===== src/rtl/sig_rx_pkg.sv =====
// Shared types and defaults for the sig link receiver.
package sig_rx_pkg;

  localparam int DEF_DATA_W    = 8;
  localparam int DEF_PARITY_EN = 1;
  localparam int DEF_CNT_W     = 16;

  typedef enum logic [1:0] {
    IDLE   = 2'd0,
    DATA   = 2'd1,
    PARITY = 2'd2,
    STOP   = 2'd3
  } rx_state_e;

  // Frame layout as held in the output slot; the top packs the same order for any DATA_W.
  typedef struct packed {
    logic [DEF_DATA_W-1:0] data;
    logic                  parity_err;
    logic                  frame_err;
  } rx_frame_t;

endpackage


===== src/rtl/sig_rx_holdbuf.sv =====
// One-entry valid/ready holding register; a load into a full, non-draining slot is dropped.
module sig_rx_holdbuf
  import sig_rx_pkg::*;
#(
  parameter int W = $bits(rx_frame_t)
) (
  input  logic         clk,
  input  logic         reset,
  input  logic         load_i,
  input  logic [W-1:0] load_data_i,
  input  logic         ready_i,
  output logic         valid_o,
  output logic [W-1:0] data_o,
  output logic         overrun_o,
  output logic         drop_o
);

  logic         valid_q, valid_d;
  logic [W-1:0] data_q, data_d;
  logic         overrun_q, overrun_d;
  logic         free_s;

  // Slot is free when empty or being drained in this very cycle.
  always_comb begin
    free_s    = !valid_q || ready_i;
    drop_o    = load_i && !free_s;
    overrun_d = drop_o;
    if (load_i && free_s) begin
      valid_d = 1'b1;
      data_d  = load_data_i;
    end else if (valid_q && ready_i) begin
      valid_d = 1'b0;
      data_d  = data_q;
    end else begin
      valid_d = valid_q;
      data_d  = data_q;
    end
  end

  // Slot state register.
  always_ff @(posedge clk) begin
    if (reset) begin
      valid_q   <= 1'b0;
      data_q    <= '0;
      overrun_q <= 1'b0;
    end else begin
      valid_q   <= valid_d;
      data_q    <= data_d;
      overrun_q <= overrun_d;
    end
  end

  assign valid_o   = valid_q;
  assign data_o    = data_q;
  assign overrun_o = overrun_q;

endmodule


===== src/rtl/sig_frame_rx.sv =====
// Deserialiser for the single-bit sig link: start, LSB-first data, optional even parity, stop.
module sig_frame_rx
  import sig_rx_pkg::*;
#(
  parameter int DATA_W    = DEF_DATA_W,
  parameter int PARITY_EN = DEF_PARITY_EN,
  parameter int CNT_W     = DEF_CNT_W
) (
  input  logic              clk,
  input  logic              reset,
  input  logic              sig,
  output logic [DATA_W-1:0] rx_data,
  output logic              rx_valid,
  input  logic              rx_ready,
  output logic              parity_err,
  output logic              frame_err,
  output logic              overrun,
  output logic [CNT_W-1:0]  frame_cnt,
  output logic [CNT_W-1:0]  err_cnt
);

  localparam int IDX_W = (DATA_W > 1) ? $clog2(DATA_W) : 1;
  localparam logic [IDX_W-1:0] IDX_LAST = IDX_W'(DATA_W - 1);

  rx_state_e         state_q, state_d;
  logic [IDX_W-1:0]  idx_q, idx_d;
  logic [DATA_W-1:0] shift_q, shift_d;
  logic              p_err_q, p_err_d;
  logic [CNT_W-1:0]  frame_cnt_q, frame_cnt_d;
  logic [CNT_W-1:0]  err_cnt_q, err_cnt_d;
  logic              done_s, drop_s, bad_s;
  logic [DATA_W+1:0] frame_s, held_s;

  function automatic logic [CNT_W-1:0] sat_inc(input logic [CNT_W-1:0] v);
    if (v == {CNT_W{1'b1}}) begin
      return v;
    end else begin
      return v + CNT_W'(1);
    end
  endfunction

  function automatic logic even_par(input logic [DATA_W-1:0] d);
    return ^d;
  endfunction

  // Frame sequencer: one bit per clock; STOP always returns to IDLE so a bad stop is never a start.
  always_comb begin
    state_d = state_q;
    idx_d   = idx_q;
    shift_d = shift_q;
    p_err_d = p_err_q;
    done_s  = 1'b0;
    case (state_q)
      IDLE: begin
        if (sig) begin
          state_d = DATA;
          idx_d   = '0;
          p_err_d = 1'b0;
        end else begin
          state_d = IDLE;
        end
      end
      DATA: begin
        shift_d[idx_q] = sig;
        if (idx_q == IDX_LAST) begin
          if (PARITY_EN != 0) begin
            state_d = PARITY;
          end else begin
            state_d = STOP;
          end
        end else begin
          idx_d = idx_q + IDX_W'(1);
        end
      end
      PARITY: begin
        p_err_d = (sig != even_par(shift_q));
        state_d = STOP;
      end
      STOP: begin
        done_s  = 1'b1;
        state_d = IDLE;
      end
      default: state_d = IDLE;
    endcase
  end

  // The stop bit itself is the frame_err flag, taken straight off the line.
  always_comb begin
    frame_s = {shift_q, p_err_q, sig};
    bad_s   = p_err_q || sig || drop_s;
    if (done_s) begin
      frame_cnt_d = sat_inc(frame_cnt_q);
    end else begin
      frame_cnt_d = frame_cnt_q;
    end
    if (done_s && bad_s) begin
      err_cnt_d = sat_inc(err_cnt_q);
    end else begin
      err_cnt_d = err_cnt_q;
    end
  end

  // Sequencer, shift register and statistics registers.
  always_ff @(posedge clk) begin
    if (reset) begin
      state_q     <= IDLE;
      idx_q       <= '0;
      shift_q     <= '0;
      p_err_q     <= 1'b0;
      frame_cnt_q <= '0;
      err_cnt_q   <= '0;
    end else begin
      state_q     <= state_d;
      idx_q       <= idx_d;
      shift_q     <= shift_d;
      p_err_q     <= p_err_d;
      frame_cnt_q <= frame_cnt_d;
      err_cnt_q   <= err_cnt_d;
    end
  end

  sig_rx_holdbuf #(
    .W (DATA_W + 2)
  ) u_holdbuf (
    .clk         (clk),
    .reset       (reset),
    .load_i      (done_s),
    .load_data_i (frame_s),
    .ready_i     (rx_ready),
    .valid_o     (rx_valid),
    .data_o      (held_s),
    .overrun_o   (overrun),
    .drop_o      (drop_s)
  );

  assign rx_data    = held_s[DATA_W+1:2];
  assign parity_err = held_s[1];
  assign frame_err  = held_s[0];
  assign frame_cnt  = frame_cnt_q;
  assign err_cnt    = err_cnt_q;

endmodule

===== config.mk =====
export PLATFORM = sky130hd
export DESIGN_NAME = sig_frame_rx
export DESIGN_NICKNAME = d
export VERILOG_FILES = /design/src/rtl/sig_rx_pkg.sv /design/src/rtl/sig_rx_holdbuf.sv /design/src/rtl/sig_frame_rx.sv
export SDC_FILE = /design/constraint.sdc
export NUM_CORES = 1
export LEC_CHECK = 0
export BUFFER_PORTS_ARGS = -buffer_cell sky130_fd_sc_hd__buf_2
export CORE_UTILIZATION = 56
export DETAILED_ROUTE_END_ITERATION = 10
export HOLD_SLACK_MARGIN = 0.12
export PLACE_DENSITY = 0.79
export SLEW_MARGIN = 15
export SYNTH_ARGS = -nofsm -noshare
export SYNTH_HDL_FRONTEND = slang
export SYNTH_SLANG_ARGS = --single-unit

===== constraint.sdc =====
create_clock -name clk -period 1.85 [get_ports clk]
set_input_delay 0.37 -clock clk [delete_from_list [all_inputs] [get_ports clk]]
set_output_delay 0.37 -clock clk [all_outputs]
set_load 0.02 [all_outputs]

==> flow_summary_export.csv, run 1 <==
group,metric,value,unit
clock_network,cts-root-buf,"clkbuf_8",
logic_synthesis,syn-mean-instance-area,9.34,um2
clock_network,clkTransAtPathRegs,0.07,ns
detailed_routing,drcViolationCount,0,
logic_synthesis,synth_seq_area_share,0.400,
critical_path,cp.required,2.06,ns
logic_synthesis,yosys.area_share.adder,0.0345,
logic_synthesis,synth_compound_area_frac,0.104,
timing,finalCritPeriodShare,0.950,
global_route,antenna_found_initial,0,
layout,final_cell_mix,"dfxtp_1 (58), nor2_1 (57), buf_2 (47)",
global_route,grt-ovfl-total,0,
logic_synthesis,ys_ff_latch,58,
logic_synthesis,syn_nets,323,
clock_network,cts_buffer_depth,2,
global_route,grt_pass1_vias,2161,
placed_design,port_buffers,47,
global_route,track_usage,0.236,
timing,slew_headroom,0.662,
detailed_routing,drt-initial-drc-count,173,
logic_synthesis,synth-edff-count,0,
logic_synthesis,synth_mux_area_frac,0.0797,
logic_synthesis,yosysWarnings,0,
detailed_routing,wl_per_cell,13.6,um
critical_path,worst-path-buf-inv,0,
logic_synthesis,synth_area,2900,um2
logic_synthesis,ys.flop_type,"dfxtp_1",
timing,finalMaxSlewViolations,0,
clock_network,holdBufCountCts,0,
detailed_routing,antenna_left,0,
pwr,p_per_area,914,nW/um2
critical_path,cp.arrival,1.97,ns
logic_synthesis,synthCells,311,
timing,fmax,569,MHz
layout,n_antenna_cell,0,
logic_synthesis,synth_top_family_by_area,"simple AND/OR/NAND/NOR gates",
global_route,grt_pass1_wl,9800,um
timing,setup_tns,0,ns
floorplanning,start_util,0.599,
detailed_routing,drt_wl_total,6000,um
placed_design,dp_slack,0.0435,ns
clock_network,numClockSinks,58,
layout,mostFrequentLayoutCell,"dfxtp_1",
placed_design,dp.final_hpwl,4160,um
floorplanning,die_h,74.0,um
timing,fin_crit,1.76,ns
critical_path,cpPeakStageDelay,0.42,ns
detailed_routing,vias,2400,
timing,layout_setup_ws,0.0933,ns
logic_synthesis,ys_async_sr_fraction,0,
clock_network,clk_latency,0.34,ns
global_route,grt_max_degree,29,
logic_synthesis,yosys.area_share.simple,0.261,
floorplanning,rows,25,
timing,clock_skew,0.0106,ns
pwr,p_leak,1.56,nW
timing,worst_slew_pin_slew,0.507,ns
clock_network,cts_tree,"built",
detailed_routing,firstDrtPassIters,4,
critical_path,crit_family,"simple AND/OR/NAND/NOR gates",
critical_path,crit_slowest_cell,"dfxtp_1",
detailed_routing,viasPerCell,5.44,
clock_network,htreeDepth,3,
timing,setup_violations,0,
layout,nets,381,
critical_path,crit_path_end_kind,"flop",
floorplanning,ioPinCount,48,
status,status,"finished, final reports clean",
timing,final-hold-violation-count,0,
floorplanning,core-area,4850,um2
critical_path,startpoint_type,"flop",
job,cap_violations,0,
critical_path,worstPathMaxFanout,8,
layout,area_growth,21.6,%
placed_design,place_congestion,0.849,
timing,rsz0062_at_grt,"false",
logic_synthesis,synth-xor-area-share,0.0875,
clock_network,numCtsBuffers,9,
critical_path,worstSetupPathType,"reg -> reg",
floorplanning,dieArea,5480,um2
min_path,hp-class,"in -> reg",
pwr,vdd_drop_max,0.652,mV
layout,fill_cells,341,
critical_path,crit_chain,"ha_1, nand4_1, nor2_2, a211oi_2, xnor2_1, nor2_1",
logic_synthesis,yosysUniqueCellTypes,56,
floorplanning,die_x,74.0,um
layout,layout-drive-gt1-share,0.275,
[stage by stage]
stage               hold slack, ns   util  instances  instance area (um2)  total power [mW]
floorplan                    0.480      -        311                 2900              1.71
global placement             0.468  0.673        423                 3260              1.81
detailed placement           0.483  0.673        423                 3260              1.82
CTS                          0.469  0.722        439                 3500              3.23
global route                 0.494  0.729        441                 3530              3.34
finish                       0.480  0.729        441                 3530              3.23
[metal layers]
metal | global-route usage | wire length [um] | up-vias
met3 | 0.0610 | 198 | 6
met4 | 0.0833 | 57 | 0
met2 | 0.395 | 2900 | 38
met5 | 0 | 0 | -
li1 | - | - | 1201
met1 | 0.294 | 2840 | 1155
[flip-flops by register name, indices dropped and copies added, names as in the netlist]
name	count
u_holdbuf.valid_o	1
err_cnt	16
shift_q	8
u_holdbuf.overrun_o	1
p_err_q	1
frame_cnt	16
u_holdbuf.data_o	10
state_q	2
idx_q	3
[cell families after synthesis]
| kind of cell | Yosys count |
|---|---|
| AOI/OAI and AO/OA | 37 |
| xor gates and xnor gates | 29 |
| adders and majority gates | 8 |
| buffers and inverters | 24 |
| DFF | 58 |
| muxes | 23 |
| and+or+nand+nor | 132 |
[Yosys cell counts, types with 5 or more instances]
cell type | instances | area [um2]
nor3_1 | 7 | 35.0
clkbuf_1 | 11 | 41.3
nand2b_1 | 6 | 37.5
o21ai_0 | 5 | 25.0
inv_1 | 8 | 30.0
xor2_1 | 7 | 61.3
nand4_1 | 7 | 43.8
nor2_1 | 57 | 214
mux2i_1 | 22 | 220
xnor2_1 | 22 | 193
nand3_1 | 7 | 35.0
dfxtp_1 | 58 | 1160
ha_1 | 8 | 100
a21oi_1 | 7 | 35.0
nand2_1 | 13 | 48.8
[cell type report]
type	instances	area [um2]	area share
inverters	8	30.0	0.00850
repair buffers	63	355	0.101
well taps	67	83.8	0.0237
multi-input cells	229	1660	0.470
flip-flops and latches	58	1160	0.329
clock inverters	7	118	0.0333
clock buffers	9	124	0.0351
[final timing paths]
path,from,end,slack [ns],cells after the start
hold reg to reg,u_holdbuf.data_o[0],u_holdbuf.data_o[0],0.49,2
hold / removal,reset,err_cnt[1],0.48,2
setup / recovery,frame_cnt[0],frame_cnt[5],0.09,6
setup reg to reg,frame_cnt[0],frame_cnt[5],0.09,6
[power breakdown]
group,internal (mW),switching (mW)
Clock,0.894,0.534
Combinational,0.191,0.261
Sequential,1.29,0.0558
[what timing repair did]
action | in CTS | in global routing
endpoints found under the setup margin | 0 | 16
buffers inserted | 0 | 2
resized for setup | 0 | 3
(Power assumes the default switching activity.)
==> run 2, diff against run 1 <==
- SYNTH_HIERARCHICAL: unset -> 1
==> run 2 against run 1 <==
Effect of this change:
- power is 3.6% lower
- clock skew is 0.0075 ns lower
- critical path depth is 1 higher
- highest routed layer unchanged
==> flow_summary_export.csv, run 2 <==
group,metric,value,unit
clock_network,cts-root-buf,"clkbuf_8",
clock_network,numClockSinks,58,
placed_design,placed_area,3280,um2
layout,final_cell_mix,"dfxtp_1 (55), nor2_1 (49), buf_2 (47)",
logic_synthesis,yosysWarnings,6,
global_route,grt_pass1_vias,2114,
clock_network,clkTransAtPathRegs,0.07,ns
logic_synthesis,synth_common_cells,"dfxtp_1 (58), nor2_1 (49), nand2b_1 (25), mux2i_1 (24)",
logic_synthesis,syn-mean-instance-area,9.03,um2
layout,n_antenna_cell,0,
layout,final-instance-count-excl-fill,452,
floorplanning,dieArea,5420,um2
global_route,grt_max_degree,41,
logic_synthesis,synthCells,318,
clock_network,clk_latency,0.34,ns
min_path,hold_depth,2,
global_route,grt_busiest_layer,"met2",
clock_network,cts_tree,"built",
layout,area_growth,22.4,%
timing,worst_slew_pin_slew,0.556,ns
detailed_routing,wl_per_cell,12.8,um
layout,nets,392,
critical_path,cp.required,2.08,ns
detailed_routing,drt_wl_total,5780,um
logic_synthesis,ys_ff_latch,58,
timing,clock_skew,0.00314,ns
critical_path,worstReg2RegStart,"state_q[1]",
global_route,grt_pass1_wl,9400,um
timing,final-hold-violation-count,0,
min_path,hp-class,"reg -> reg",
logic_synthesis,ys.flop_type,"dfxtp_1",
floorplanning,ioPinCount,48,
layout,mostFrequentLayoutCell,"dfxtp_1",
logic_synthesis,synth_area_leaders,"dfxtp_1 (40%), mux2i_1 (8.4%), nor2_1 (6.4%)",
placed_design,place_inst,436,
timing,finalCritPeriodShare,0.964,
critical_path,startpoint_type,"flop",
clock_network,cts_buffer_depth,2,
pwr,p_per_area,886,nW/um2
layout,seqCellArea,1170,um2
logic_synthesis,ys_async_sr_fraction,0,
floorplanning,die_x,73.6,um
placed_design,place_congestion,0.833,
global_route,use_met1,0.286,
job,cap_violations,0,
timing,slew_headroom,0.629,
status,status,"finished, final reports clean",
layout,fin_area,3510,um2
global_route,grt.met3_usage,0.0686,
detailed_routing,drcViolationCount,0,
layout,fill_cells,383,
timing,fmax,561,MHz
floorplanning,start_util,0.596,
logic_synthesis,synth-edff-count,0,
critical_path,r2r_slack,0.07,ns
logic_synthesis,syn_nets,330,
min_path,min_from,"u_holdbuf/data_o[2]",
global_route,met2_usage,0.365,
pwr,fin_total_pwr,3.11,mW
floorplanning,die_h,73.6,um
global_route,grt-ovfl-total,0,
detailed_routing,antenna_left,0,
critical_path,crit_path_end_kind,"flop",
logic_synthesis,synth_area,2870,um2
floorplanning,rows,25,
layout,layout-drive-gt1-share,0.244,
critical_path,worstSetupPathType,"reg -> reg",
timing,rsz0062_at_grt,"true",
timing,setup_violations,0,
detailed_routing,drt-initial-drc-count,98,
detailed_routing,viasPerCell,5.40,
global_route,track_usage,0.229,
pwr,vdd_drop_max,0.663,mV
clock_network,htreeDepth,3,
min_path,hold_end,"u_holdbuf/data_o[2]",
critical_path,worstPathMaxFanout,6,
placed_design,port_buffers,47,
global_route,antenna_found_initial,0,
layout,multi_input_area,1650,um2
logic_synthesis,yosysUniqueCellTypes,40,
detailed_routing,vias,2441,
placed_design,dp.final_hpwl,3980,um
timing,finalMaxSlewViolations,0,
logic_synthesis,netlist.area_leader.share,0.405,
clock_network,holdBufCountCts,0,
pwr,p_leak,1.43,nW
critical_path,cp.arrival,2.01,ns
logic_synthesis,synth.most_common_cell,"dfxtp_1",
logic_synthesis,synth_area_leader_cell,"dfxtp_1",
detailed_routing,firstDrtPassIters,4,
clock_network,numCtsBuffers,9,
critical_path,r2r_cells,7,
floorplanning,core-area,4820,um2
critical_path,r2r-end,"err_cnt[15]",
logic_synthesis,synth_seq_area_share,0.405,
timing,fin_crit,1.78,ns
run 2: per-layer routing:
metal  part of all wire  vias up
met5                  0        -
met4              0.020        0
met3              0.049       11
met2               0.47       67
met1               0.46     1126
li1                   -     1237
run 2: cell families after synthesis:
logic type / count (synthesis) / share of synthesized area
AOI/OAI and AO/OA: 23 / 0.0545
xor gates and xnor gates: 30 / 0.0915
adders and majority gates: 8 / 0.0349
buffers and inverters: 20 / 0.0323
DFF: 58 / 0.405
muxes: 24 / 0.0837
and+or+nand+nor: 155 / 0.299
run 2: power by group:
group | internal, mW | leakage, nW | switching [mW]
registers | 1.30 | 0.469 | 0.0499
logic | 0.213 | 0.847 | 0.260
clock network | 0.790 | 0.109 | 0.503
total | 2.30 | 1.43 | 0.812
run 2: per-stage QoR:
step                      hold WS, ns  utilization  TNS [ns]  setup WS, ns
final                           0.473        0.729         0        0.0667
after global placement          0.457        0.681    -0.376        -0.103
after floorplan                 0.476            -   -0.0238       -0.0130
after CTS                       0.473        0.728         0        0.0481
after global routing            0.489        0.729   -0.0988       -0.0342
after detailed placement        0.461        0.681    -0.672        -0.146
run 2: area by class of cell:
class,count,area share
inverters,6,0.00641
flip-flops and latches,58,0.332
clock buffers,11,0.0402
well taps,67,0.0239
multi-input cells,240,0.470
clock inverters,5,0.0221
repair buffers,65,0.105
run 2: worst max-delay path by stage:
stage / startpoint / end / slack (ns) / cells past startpoint
after floorplan: u_holdbuf/valid_o / err_cnt[15] / -0.01 / 8
after global placement: rx_ready / err_cnt[15] / -0.10 / 8
after detailed placement: rx_ready / err_cnt[15] / -0.15 / 8
after CTS: state_q[1] / err_cnt[15] / 0.05 / 7
after global routing: state_q[1] / err_cnt[15] / -0.03 / 7
final: state_q[1] / err_cnt[15] / 0.07 / 7
run 2: timing repair:
item | in CTS | in global routing
endpoints found under the setup margin | 5 | 6
resized for setup | 1 | 2
setup buffers | 0 | 0
endpoints found under the hold margin | 0 | 0
pin swaps | 0 | 1
run 2: critical path, cell delays in order (launching register included):
cell     delay, ns
dfxtp_2       0.35
ha_4          0.16
and2_2        0.15
o31ai_2       0.09
or3_4         0.44
nor4_2        0.29
xnor2_1       0.14
nor2_1        0.05
